[config.mk]
export PLATFORM = sky130hd
export DESIGN_NAME = pc_sequencer
export DESIGN_NICKNAME = d
export VERILOG_FILES = /design/src/rtl/riscv_pkg.sv /design/src/rtl/pc_next_mux.sv /design/src/rtl/pc_sequencer.sv
export SDC_FILE = /design/constraint.sdc
export NUM_CORES = 1
export LEC_CHECK = 0
export CELL_PAD_IN_SITES_DETAIL_PLACEMENT = 1
export CELL_PAD_IN_SITES_GLOBAL_PLACEMENT = 2
export CORE_ASPECT_RATIO = 1.4
export CORE_MARGIN = 10
export CORE_UTILIZATION = 25
export DETAILED_ROUTE_END_ITERATION = 6
export GPL_ROUTABILITY_DRIVEN = 0
export PLACE_DENSITY = 0.84
export SLEW_MARGIN = 0
export SYNTH_ARGS = -nofsm -noshare
export SYNTH_HDL_FRONTEND = slang
export SYNTH_SLANG_ARGS = --single-unit
[constraint.sdc]
create_clock -name CLK -period 2.7 [get_ports CLK]
set_input_delay 0.27 -clock CLK [delete_from_list [all_inputs] [get_ports CLK]]
set_output_delay 0.27 -clock CLK [all_outputs]
set_load 0.01 [all_outputs]
[src/rtl/riscv_pkg.sv]
// Shared fetch-stage definitions: datapath width, PC step, default vectors
// and the sequencer state encoding.
package riscv_pkg;

  localparam int XLEN = 32;
  localparam logic [XLEN-1:0] PC_STEP = 32'd4;
  localparam logic [XLEN-1:0] DEFAULT_RESET_VECTOR = 32'h0000_0000;
  localparam logic [XLEN-1:0] DEFAULT_TRAP_VECTOR  = 32'h0000_0100;
  localparam logic [XLEN-1:0] ALIGN_MASK           = 32'hFFFF_FFFC;

  typedef enum logic [1:0] {
    ST_BOOT     = 2'd0,
    ST_RUN      = 2'd1,
    ST_WAIT_MEM = 2'd2,
    ST_TRAP     = 2'd3
  } pc_state_e;

  // Fetch addresses are word aligned; the low two bits are simply dropped.
  function automatic logic [XLEN-1:0] align_target(input logic [XLEN-1:0] t);
    return t & ALIGN_MASK;
  endfunction

endpackage

[src/rtl/pc_next_mux.sv]
// Combinational next-PC select: fixed-priority redirect arbitration,
// target alignment and the misalignment indication.
module pc_next_mux
  import riscv_pkg::*;
#(
  parameter logic [XLEN-1:0] TRAP_VECTOR = DEFAULT_TRAP_VECTOR
) (
  input  logic            active,
  input  logic [XLEN-1:0] pc,
  input  logic [XLEN-1:0] epc,
  input  logic            trap_req,
  input  logic            trap_ret,
  input  logic            jmp_valid,
  input  logic [XLEN-1:0] jmp_target,
  input  logic            br_taken,
  input  logic [XLEN-1:0] br_target,
  input  logic            stall,
  input  logic            imem_ready,
  output logic [XLEN-1:0] next_pc,
  output logic            redirect,
  output logic            trap_take,
  output logic            misalign
);

  logic [XLEN-1:0] target_s;

  always_comb begin
    target_s  = pc;
    redirect  = 1'b0;
    trap_take = 1'b0;
    if (active) begin
      if (trap_req) begin
        target_s  = TRAP_VECTOR;
        redirect  = 1'b1;
        trap_take = 1'b1;
      end else if (trap_ret) begin
        target_s = epc;
        redirect = 1'b1;
      end else if (jmp_valid) begin
        target_s = jmp_target;
        redirect = 1'b1;
      end else if (br_taken) begin
        target_s = br_target;
        redirect = 1'b1;
      end else begin
        target_s = pc;
      end
    end else begin
      target_s = pc;
    end

    // Redirects beat both Stall and a busy memory; sequential advance needs both clear.
    if (redirect) begin
      next_pc = align_target(target_s);
    end else if (active && !stall && imem_ready) begin
      next_pc = pc + PC_STEP;
    end else begin
      next_pc = pc;
    end

    misalign = redirect & target_s[1];
  end

endmodule

[src/rtl/pc_sequencer.sv]
// Fetch-stage program-counter owner: BOOT/RUN/WAIT_MEM/TRAP sequencing,
// PC and EPC registers, fetch-valid and flush generation.
module pc_sequencer
  import riscv_pkg::*;
#(
  parameter logic [XLEN-1:0] RESET_VECTOR = DEFAULT_RESET_VECTOR,
  parameter logic [XLEN-1:0] TRAP_VECTOR  = DEFAULT_TRAP_VECTOR
) (
  input  logic            CLK,
  input  logic            RST,
  input  logic            Stall,
  input  logic            Br_Taken,
  input  logic [XLEN-1:0] Br_Target,
  input  logic            Jmp_Valid,
  input  logic [XLEN-1:0] Jmp_Target,
  input  logic            Trap_Req,
  input  logic            Trap_Ret,
  input  logic            IMem_Ready,
  output logic [XLEN-1:0] PC_Out,
  output logic            Fetch_Valid,
  output logic            Flush,
  output logic [XLEN-1:0] EPC_Out,
  output logic            Misalign
);

  pc_state_e       state_q, state_d;
  logic [XLEN-1:0] pc_q, pc_d;
  logic [XLEN-1:0] epc_q, epc_d;
  logic            active_s;
  logic [XLEN-1:0] next_pc_s;
  logic            redirect_s;
  logic            trap_take_s;
  logic            misalign_s;

  assign active_s = (state_q == ST_RUN) || (state_q == ST_WAIT_MEM);

  pc_next_mux #(
    .TRAP_VECTOR(TRAP_VECTOR)
  ) u_next_mux (
    .active    (active_s),
    .pc        (pc_q),
    .epc       (epc_q),
    .trap_req  (Trap_Req),
    .trap_ret  (Trap_Ret),
    .jmp_valid (Jmp_Valid),
    .jmp_target(Jmp_Target),
    .br_taken  (Br_Taken),
    .br_target (Br_Target),
    .stall     (Stall),
    .imem_ready(IMem_Ready),
    .next_pc   (next_pc_s),
    .redirect  (redirect_s),
    .trap_take (trap_take_s),
    .misalign  (misalign_s)
  );

  always_comb begin
    state_d = state_q;
    pc_d    = next_pc_s;
    epc_d   = trap_take_s ? pc_q : epc_q;
    case (state_q)
      ST_BOOT: state_d = ST_RUN;
      ST_RUN, ST_WAIT_MEM: begin
        if (trap_take_s) begin
          state_d = ST_TRAP;
        end else if (redirect_s || IMem_Ready) begin
          state_d = ST_RUN;
        end else begin
          state_d = ST_WAIT_MEM;
        end
      end
      ST_TRAP: state_d = ST_RUN;
      default: state_d = ST_BOOT;
    endcase
  end

  always_ff @(posedge CLK or posedge RST) begin
    if (RST) begin
      state_q <= ST_BOOT;
      pc_q    <= RESET_VECTOR;
      epc_q   <= 32'h0000_0000;
    end else begin
      state_q <= state_d;
      pc_q    <= pc_d;
      epc_q   <= epc_d;
    end
  end

  // Flush and Misalign accompany the redirect in the cycle it is sampled.
  assign PC_Out      = pc_q;
  assign EPC_Out     = epc_q;
  assign Fetch_Valid = active_s;
  assign Flush       = redirect_s;
  assign Misalign    = misalign_s;

endmodule
After elaboration in Yosys (flattened, before gate mapping):

Index checks and enable logic that the tools add are counted.

* register bits: 66
* input port bits: 72
* output and inout port bits: 67

* reductions and logical operators: 10
* equal/unequal tests: 5
* add/subtract/negate cells: 1
* muxes and demuxes: 17
* bitwise operators: 1

Operators with widths (count)
* 2-to-1 mux 32 bit: 7
* adder 32 x 3 -> 32 bit, second input constant: 1
* 2-to-1 mux 1 bit: 7
* inequality test 5 bit, second input constant: 1
* == test 2 bit, second input constant: 2
* 2-to-1 mux 2 bit: 2
* one-hot mux 2 bit (2 select lines): 1
* OR reduction 2 bit: 2
* AND reduction 3 bit: 1
* == test 2 x 1 -> 1 bit, second input constant: 1
* logical AND 1 bit: 2
* zero test 2 bit: 1
* logical OR 1 bit: 2
* inequality test 2 x 1 -> 1 bit, second input constant: 1
* nonzero test 2 bit: 1
* AND 1 bit: 1
* zero test 1 bit: 1

Logic depth before layout (Yosys ltp):

Gate-level depths: netlist of run 1.

* depth in word-level cells: 9
* mapped depth: 8
* depth with buffers taken out: 7

Modules after synthesis:

From an unflattened synthesis of run 1, not the netlist that was laid out.

* cells, all modules: 415
* area, all modules: 4165.2 µm²

By module, submodules not included
* pc_sequencer: cells each 107, area an instance 2214.6 µm², instances 1, sequential area each 1651.6 µm²
* pc_next_mux: cells each 308, area an instance 1950.6 µm², instances 1, sequential area each 0.0 µm²

Worst setup path after synthesis of run 1:

OpenSTA, ideal clock, no wires.

* kind: register to register
* from: reg pc_q[2], in the netlist PC_Out[2]
* to: reg pc_q[28], in the netlist PC_Out[28]
* path buffers: 0
* slack: 702 ps
* clock period less this slack: 1998 ps
* data required time: 2569 ps
* data arrival time: 1867 ps
* library setup time: 131 ps
* stages on the path, launching flop included: 7
* path through: dfrtp_1 ha_1 nand4_2 nor4_4 nand2_2 o211a_1 or3_1

* cells in the longest elaborated chain, start to end: 3

Ends and longest elaborated chain
* start, declared: RTL line pc_sequencer.sv:27 `logic [XLEN-1:0] pc_q, pc_d;`
* start signal, assigned: RTL line pc_sequencer.sv:84 `pc_q <= pc_d;`
* adder 32 x 3 -> 32 bit: RTL line pc_next_mux.sv:56 `next_pc = pc + PC_STEP;`
* 2-to-1 mux 32 bit: RTL line pc_next_mux.sv:55 `end else if (active && !stall && imem_ready) begin`
* 2-to-1 mux 32 bit: RTL line pc_next_mux.sv:53 `if (redirect) begin`

Every way passes these cells. The select of a mux whose other input is x is not followed.
A chain may end at the register's enable or synchronous reset.

Worst setup path after layout of run 1:

* from: reg state_q[1]
* to: out Misalign

* cells in the longest elaborated chain, start to end: 4

Ends and longest elaborated chain
* start, declared: RTL line pc_sequencer.sv:26 `pc_state_e state_q, state_d;`
* start signal, assigned: RTL line pc_sequencer.sv:83 `state_q <= state_d;`
* == test 2 x 1 -> 1 bit / == test 2 bit (equally long branches): RTL line pc_sequencer.sv:35 `assign active_s = (state_q == ST_RUN) || (state_q == ST_WAIT_MEM);`
* logical OR 1 bit *: RTL line pc_sequencer.sv:35
* 2-to-1 mux 1 bit / 2-to-1 mux 32 bit (equally long branches): RTL line pc_next_mux.sv:31 `if (active) begin`
* AND 1 bit *: RTL line pc_next_mux.sv:61 `misalign = redirect & target_s[1];`
* end, declared: RTL line pc_sequencer.sv:23 `output logic Misalign`

Every way passes the cells marked *; elsewhere a longest branch is shown, timed or not. The select of a mux whose other input is x is not followed.

==> insert_results.sql, run 1 <==
INSERT INTO impl_metrics (metric_group, metric, value, unit) VALUES
('routing', 'met2_wire_length', '7.44', 'mm'),
('run_status', 'outcome', 'finished clean', ''),
('logic_synthesis', 'postSynth.asyncResetShare', '1.00', ''),
('logic_synthesis', 'synthesis.yosys.warnings', '0', ''),
('power_and_ir_drop', 'power.static_leakage', '2.19', 'nW'),
('timing', 'layout_min_cycle_time', '2.55', 'ns'),
('layout', 'final_layout_size_suffix_gt1_frac', '0.151', ''),
('clock_tree', 'postCtsHoldBufs', '0', ''),
('logic_synthesis', 'postSynthRegisterBits', '62', ''),
('logic_synthesis', 'synth-edff-count', '0', ''),
('global_routing', 'grt_first_pass_wirelength', '22.7', 'mm'),
('layout', 'antenna_cells_inserted', '0', ''),
('global_routing', 'grt_pass1_vias', '3872', ''),
('layout', 'finish.utilization', '0.385', ''),
('setup_path', 'reg2reg_launch_point', 'PC_Out[2]', ''),
('timing', 'period_share', '0.943', ''),
('layout', 'ff_latch_area', '1550', 'um^2'),
('logic_synthesis', 'synth_top_area_cell', 'sky130_fd_sc_hd__dfrtp_1', ''),
('floorplan', 'design.core.area', '14400', 'um^2'),
('clock_tree', 'clk-insertion-delay-late', '0.33', 'ns'),
('clock_tree', 'cts_buffers', '9', ''),
('floorplan', 'floorplan.die.height', '163', 'um'),
('setup_path', 'timing.critical_path.required', '2.43', 'ns'),
('layout', 'most-common-layout-cells', 'sky130_fd_sc_hd__clkdlybuf4s50_1, sky130_fd_sc_hd__dfrtp_1, sky130_fd_sc_hd__a21oi_1', ''),
('placement', 'dp_slack', '0.0557', 'ns'),
('routing', 'detail_route.iter0.violations', '157', ''),
('logic_synthesis', 'synth_flop_cell', 'sky130_fd_sc_hd__dfrtp_1', ''),
('logic_synthesis', 'syn_inst', '373', ''),
('placement', 'place.port_buffers', '132', ''),
('global_routing', 'grt_max_degree', '36', ''),
('power_and_ir_drop', 'max_vdd_drop', '0.256', 'mV'),
('timing', 'slew_viol_final', '0', ''),
('timing', 'timing.final.setup_violations', '0', ''),
('layout', 'nets', '579', ''),
('setup_path', 'reg2regPathDepth', '6', ''),
('global_routing', 'antenna_found_initial', '0', ''),
('floorplan', 'row_count', '52', ''),
('logic_synthesis', 'ys_seq_area_frac', '0.424', ''),
('layout', 'combined_area_of_the_multi_input_logic_cells', '1970', 'um^2'),
('timing', 'finalClockSkew', '0.00617', 'ns'),
('routing', 'routed_wire_per_std_cell', '20.9', 'um'),
('routing', 'dr_total_vias', '3548', ''),
('setup_path', 'endpoint_kind', 'primary output', ''),
('clock_tree', 'cts_num_sinks', '62', ''),
('setup_path', 'crit_type', 'register to primary output', ''),
('routing', 'highest-signal-layer', 'met4', ''),
('timing', 'timing.max_slew.rel_slack', '0.580', ''),
('global_routing', 'global_route.usage.total', '0.146', ''),
('timing', 'fmax', '393', 'MHz'),
('floorplan', 'chipWidth', '122', 'um'),
('timing', 'setup-tns-final', '0', 'ns'),
('clock_tree', 'clk_pin_slew_worst_paths', '0.05', 'ns'),
('layout', 'areaGrowthSynthToFinish', '51.4', '%'),
('setup_path', 'crit_fanout', '11', ''),
('timing', 'post_route_worst_hold_slack', '0.252', 'ns'),
('routing', 'route.antenna.remaining_nets', '0', ''),
('layout', 'fill_count', '1621', ''),
('logic_synthesis', 'syn_area', '3660', 'um^2'),
('routing', 'route.final.wire_length', '14.6', 'mm'),
('setup_path', 'timing.reg2reg.setup_slack', '0.49', 'ns'),
('min_path', 'worstHoldPathType', 'primary input to async pin', ''),
('floorplan', 'io_pins', '139', ''),
('setup_path', 'critical_path_arrival', '2.28', 'ns'),
('clock_tree', 'clock_path_buffers', '2', ''),
('routing', 'drt_pre_antenna_iters', '4', ''),
('timing', 'worst_max_slew_pin_slew', '0.624', 'ns'),
('setup_path', 'critical_path.reg2reg.endpoint', 'PC_Out[28]', ''),
('clock_tree', 'cts_root_buf', 'sky130_fd_sc_hd__clkbuf_16', ''),
('logic_synthesis', 'synth.area.top_cells', 'sky130_fd_sc_hd__dfrtp_1, sky130_fd_sc_hd__mux2_2, sky130_fd_sc_hd__xor2_1', ''),
('layout', 'mostFrequentLayoutCell', 'sky130_fd_sc_hd__clkdlybuf4s50_1', ''),
('routing', 'vias_per_cell', '5.07', '');
==> sequential cells by signal, indices dropped and copies added (netlist names) <==
register  cells
EPC_Out      30
PC_Out       30
state_q       2
==> worst max path at each step <==
stage                     slack [ns]         end        from
after floorplan                 0.70  PC_Out[28]   PC_Out[2]
after global placement          0.09    Misalign    Br_Taken
after detailed placement        0.06    Misalign    Br_Taken
after CTS                        0.1    Misalign  state_q[1]
after global routing            0.07    Misalign  state_q[1]
final                           0.15    Misalign  state_q[1]
==> metal layers <==
| metal | global-route usage | up-vias |
|---|---|---|
| met1 | 0.175 | 1759 |
| met4 | 0.0462 | 0 |
| met3 | 0.0415 | 14 |
| met2 | 0.247 | 110 |
| li1 | - | 1665 |
| met5 | 0 | - |
==> report_power, final <==
group	switching [W]	internal [W]	leakage, nW	total, W
combinational	0.000434	0.000542	1.22	0.000977
sequential	0.000170	0.00108	0.813	0.00125
clock	0.000410	0.000830	0.157	0.00124
==> synthesized netlist by cell type (2+ instances only) <==
cell type                  count
sky130_fd_sc_hd__nor4b_1       2
sky130_fd_sc_hd__a221oi_1     11
sky130_fd_sc_hd__o22ai_1      21
sky130_fd_sc_hd__a22oi_1      19
sky130_fd_sc_hd__and4_1        2
sky130_fd_sc_hd__nor2_1       25
sky130_fd_sc_hd__buf_4         4
sky130_fd_sc_hd__nor4_4        3
sky130_fd_sc_hd__buf_2         9
sky130_fd_sc_hd__dfrtp_1      62
sky130_fd_sc_hd__and3_1        7
sky130_fd_sc_hd__xnor2_1       4
sky130_fd_sc_hd__clkbuf_1     13
sky130_fd_sc_hd__a21oi_1      29
sky130_fd_sc_hd__nand2b_1      2
sky130_fd_sc_hd__nor2b_1      10
sky130_fd_sc_hd__nor4_1        7
sky130_fd_sc_hd__nor3_1       18
sky130_fd_sc_hd__a211oi_1      2
sky130_fd_sc_hd__mux2_2       28
sky130_fd_sc_hd__xor2_1       19
sky130_fd_sc_hd__mux2i_1       2
sky130_fd_sc_hd__nand4_1      11
sky130_fd_sc_hd__buf_1         4
sky130_fd_sc_hd__and2_1        2
sky130_fd_sc_hd__inv_1         3
sky130_fd_sc_hd__or3_1         3
sky130_fd_sc_hd__nand3_1      17
sky130_fd_sc_hd__inv_2         2
sky130_fd_sc_hd__nand2_1      10
==> metrics by stage <==
stage / power [W] / cells / area (um^2)
2_1_floorplan: 0.00166 / 376 / 3670
3_3_place_gp: 0.00222 / 684 / 5210
3_5_place_dp: 0.00225 / 684 / 5210
4_1_cts: 0.00351 / 700 / 5530
5_1_grt: 0.00363 / 700 / 5530
6_report: 0.00346 / 700 / 5530
==> cells by family (layout without fill, tap and decap cells) <==
kind of cell	after synthesis	count (layout)	synth area share
simple gates	133	133	0.217
mux	31	31	0.0948
buf+inv	35	170	0.0431
fa+ha+maj	1	1	0.00342
compound gates	86	86	0.153
flops	62	62	0.424
xor+xnor	24	24	0.0626
other cells	1	4	0.00103
==> critical path, cell delays in order, from the launching register on <==
cell	delay, ns
sky130_fd_sc_hd__dfrtp_1	0.43
sky130_fd_sc_hd__xnor2_4	0.25
sky130_fd_sc_hd__inv_2	0.14
sky130_fd_sc_hd__nand2_4	0.12
sky130_fd_sc_hd__nor4_2	0.37
sky130_fd_sc_hd__clkdlybuf4s50_1	0.63
==> what timing repair did <==
item,4_1_cts,5_1_grt
gates resized for setup,1,0
setup endpoints to repair,1,0
setup buffers,0,0
==> area by class of cell <==
type                    count  area share
clock buffers              12      0.0445
clock inverters             4      0.0127
multi-input cells         279       0.355
flip-flops and latches     62       0.280
inverters                   5     0.00339
well taps                 189      0.0427
repair buffers            149       0.261
No activity file was read; power rests on OpenSTA's default activity.
==> inputs of run 2 (changes only) <==
--- a/config.mk
+++ b/config.mk
@@ -8,11 +8,11 @@
 export CELL_PAD_IN_SITES_DETAIL_PLACEMENT = 1
 export CELL_PAD_IN_SITES_GLOBAL_PLACEMENT = 2
 export CORE_ASPECT_RATIO = 1.4
-export CORE_MARGIN = 10
-export CORE_UTILIZATION = 25
+export CORE_MARGIN = 3
+export CORE_UTILIZATION = 26
 export DETAILED_ROUTE_END_ITERATION = 6
 export GPL_ROUTABILITY_DRIVEN = 0
-export PLACE_DENSITY = 0.84
+export PLACE_DENSITY = 0.86
 export SLEW_MARGIN = 0
 export SYNTH_ARGS = -nofsm -noshare
 export SYNTH_HDL_FRONTEND = slang
==> insert_results.sql, run 2 (synthesis gave the netlist of run 1 again) <==
INSERT INTO impl_metrics (metric_group, metric, value, unit) VALUES
('floorplan', 'start_util', '0.269', ''),
('timing', 'fmax', '418', 'MHz'),
('timing', 'timing.max_slew.rel_slack', '0.534', ''),
('setup_path', 'crit_path_start', 'Jmp_Valid', ''),
('floorplan', 'io_pins', '139', ''),
('clock_tree', 'clk_pin_slew_worst_paths', '0.05', 'ns'),
('layout', 'mostFrequentLayoutCell', 'sky130_fd_sc_hd__clkdlybuf4s50_1', ''),
('global_routing', 'grt_first_pass_wirelength', '21.8', 'mm'),
('setup_path', 'setup.worst_path.start_class', 'primary input', ''),
('routing', 'drc', '0', ''),
('layout', 'nets', '577', ''),
('layout', 'fill_count', '1551', ''),
('setup_path', 'critical_path_arrival', '2.12', 'ns'),
('clock_tree', 'cts_resized', '0', ''),
('clock_tree', 'clock_path_buffers', '2', ''),
('power_and_ir_drop', 'power-per-cell-area', '611', 'nW/um^2'),
('routing', 'dr_total_vias', '3588', ''),
('placement', 'detailedPlacementHpwl', '10.6', 'mm'),
('routing', 'drt_pre_antenna_iters', '4', ''),
('setup_path', 'endpoint_kind', 'primary output', ''),
('placement', 'place.port_buffers', '132', ''),
('min_path', 'worstHoldPathType', 'primary input to async pin', ''),
('timing', 'timing_hold_violations_final', '0', ''),
('power_and_ir_drop', 'max_vdd_drop', '0.403', 'mV'),
('floorplan', 'floorplan.die.height', '146', 'um'),
('global_routing', 'antenna_found_initial', '0', ''),
('clock_tree', 'cts_buffers', '9', ''),
('clock_tree', 'cts_num_sinks', '62', ''),
('setup_path', 'crit_type', 'primary input to primary output', ''),
('global_routing', 'overflow', '0', ''),
('timing', 'layout_min_cycle_time', '2.39', 'ns'),
('clock_tree', 'postCtsHoldBufs', '0', ''),
('global_routing', 'global_route.usage.total', '0.180', ''),
('routing', 'vias_per_cell', '5.20', ''),
('floorplan', 'design.core.area', '13600', 'um^2'),
('run_status', 'outcome', 'finished clean', ''),
('routing', 'routed_wire_per_std_cell', '20.0', 'um'),
('run', 'cap_violations', '0', ''),
('placement', 'placed_cell_area', '5190', 'um^2'),
('layout', 'cell_count_final_fillers_out', '690', ''),
('setup_path', 'reg2reg_launch_point', 'PC_Out[2]', ''),
('timing', 'worst_max_slew_pin_slew', '0.694', 'ns'),
('global_routing', 'grt_max_degree', '34', ''),
('clock_tree', 'cts_root_buf', 'sky130_fd_sc_hd__clkbuf_16', ''),
('layout', 'final_cell_area', '5470', 'um^2'),
('layout', 'areaGrowthSynthToFinish', '49.7', '%'),
('clock_tree', 'h-tree-depth', '3', ''),
('placement', 'place_inst', '675', ''),
('clock_tree', 'cts_tree', 'done', ''),
('layout', 'most-common-layout-cells', 'sky130_fd_sc_hd__clkdlybuf4s50_1, sky130_fd_sc_hd__dfrtp_1, sky130_fd_sc_hd__a21oi_1', ''),
('routing', 'route.final.wire_length', '13.8', 'mm'),
('routing', 'detail_route.iter0.violations', '164', ''),
('clock_tree', 'clk-insertion-delay-late', '0.33', 'ns'),
('timing', 'setup-tns-final', '0', 'ns'),
('global_routing', 'grt_pass1_vias', '3816', ''),
('clock_tree', 'cts.repair_timing.setup_buffer_count', '0', ''),
('power_and_ir_drop', 'power.static_leakage', '2.16', 'nW'),
('floorplan', 'chipWidth', '106', 'um'),
('timing', 'finalClockSkew', '0.00509', 'ns'),
('timing', 'worst_setup_margin', '0.306', 'ns'),
('timing', 'slew_viol_final', '0', ''),
('layout', 'antenna_cells_inserted', '0', ''),
('timing', 'setup_repair_after_global_routing_missed_its_margin', 'no', ''),
('timing', 'timing.final.setup_violations', '0', ''),
('routing', 'route.antenna.remaining_nets', '0', ''),
('setup_path', 'crit_fanout', '5', ''),
('placement', 'dp_slack', '0.106', 'ns'),
('floorplan', 'design.die.area', '15500', 'um^2'),
('floorplan', 'row_count', '50', ''),
('timing', 'period_share', '0.887', ''),
('layout', 'final_layout_size_suffix_gt1_frac', '0.140', ''),
('timing', 'post_route_worst_hold_slack', '0.281', 'ns'),
('setup_path', 'timing.critical_path.required', '2.43', 'ns');
[run 2: cell count changes in the layout (fill, tap and decap cells not counted)]
cell,delta
sky130_fd_sc_hd__buf_4,-2
sky130_fd_sc_hd__nor4_2,-1
sky130_fd_sc_hd__nor4_1,+1
sky130_fd_sc_hd__clkbuf_1,+2
sky130_fd_sc_hd__bufinv_16,-1
sky130_fd_sc_hd__clkinv_2,-2
[run 2: worst max-delay path, cell delays in order]
cell                              delay, ns
sky130_fd_sc_hd__clkdlybuf4s50_1       0.56
sky130_fd_sc_hd__or4_4                 0.60
sky130_fd_sc_hd__nand2_4               0.10
sky130_fd_sc_hd__nor4_1                0.05
sky130_fd_sc_hd__clkdlybuf4s50_1       0.54
[run 2: per-layer routing]
| metal | share of wire | up-vias | routed length (um) | track usage |
|---|---|---|---|---|
| li1 | - | 1661 | - | - |
| met1 | 0.40 | 1767 | 5520 | 0.215 |
| met2 | 0.51 | 141 | 7050 | 0.312 |
| met3 | 0.070 | 19 | 964 | 0.0425 |
| met4 | 0.022 | 0 | 307 | 0.0648 |
| met5 | 0 | - | 0 | 0 |
[run 2: worst paths after layout]
path,to,slack (ns),cells after the start
worst max-delay path,Misalign,0.31,5
worst min register to register,EPC_Out[26],0.53,2
worst min-delay path,PC_Out[12],0.28,2
worst max register to register,PC_Out[28],0.47,6
min in group CLK,state_q[0],0.37,3
max in group asynchronous,PC_Out[6],1.74,3
[run 2: through the flow]
stage / util / total power (W)
after floorplan: - / 0.00166
after global placement: 0.382 / 0.00219
after detailed placement: 0.382 / 0.00223
after CTS: 0.403 / 0.00339
after global routing: 0.403 / 0.00351
final: 0.403 / 0.00334
[run 2: layout make-up]
cell class	count	area [um^2]	area share
Clock buffer	14	254	0.0464
Timing Repair Buffer	147	1430	0.261
Multi-Input combinational cell	279	1960	0.358
Inverter	5	18.8	0.00343
Clock inverter	1	30.0	0.00549
Tap cell	182	228	0.0416
Sequential cell	62	1550	0.284
[run 2: power breakdown]
group	switching [W]	internal, W	total (W)
Combinational	0.000413	0.000538	0.000952
Sequential	0.000178	0.00108	0.00125
Clock	0.000401	0.000736	0.00114
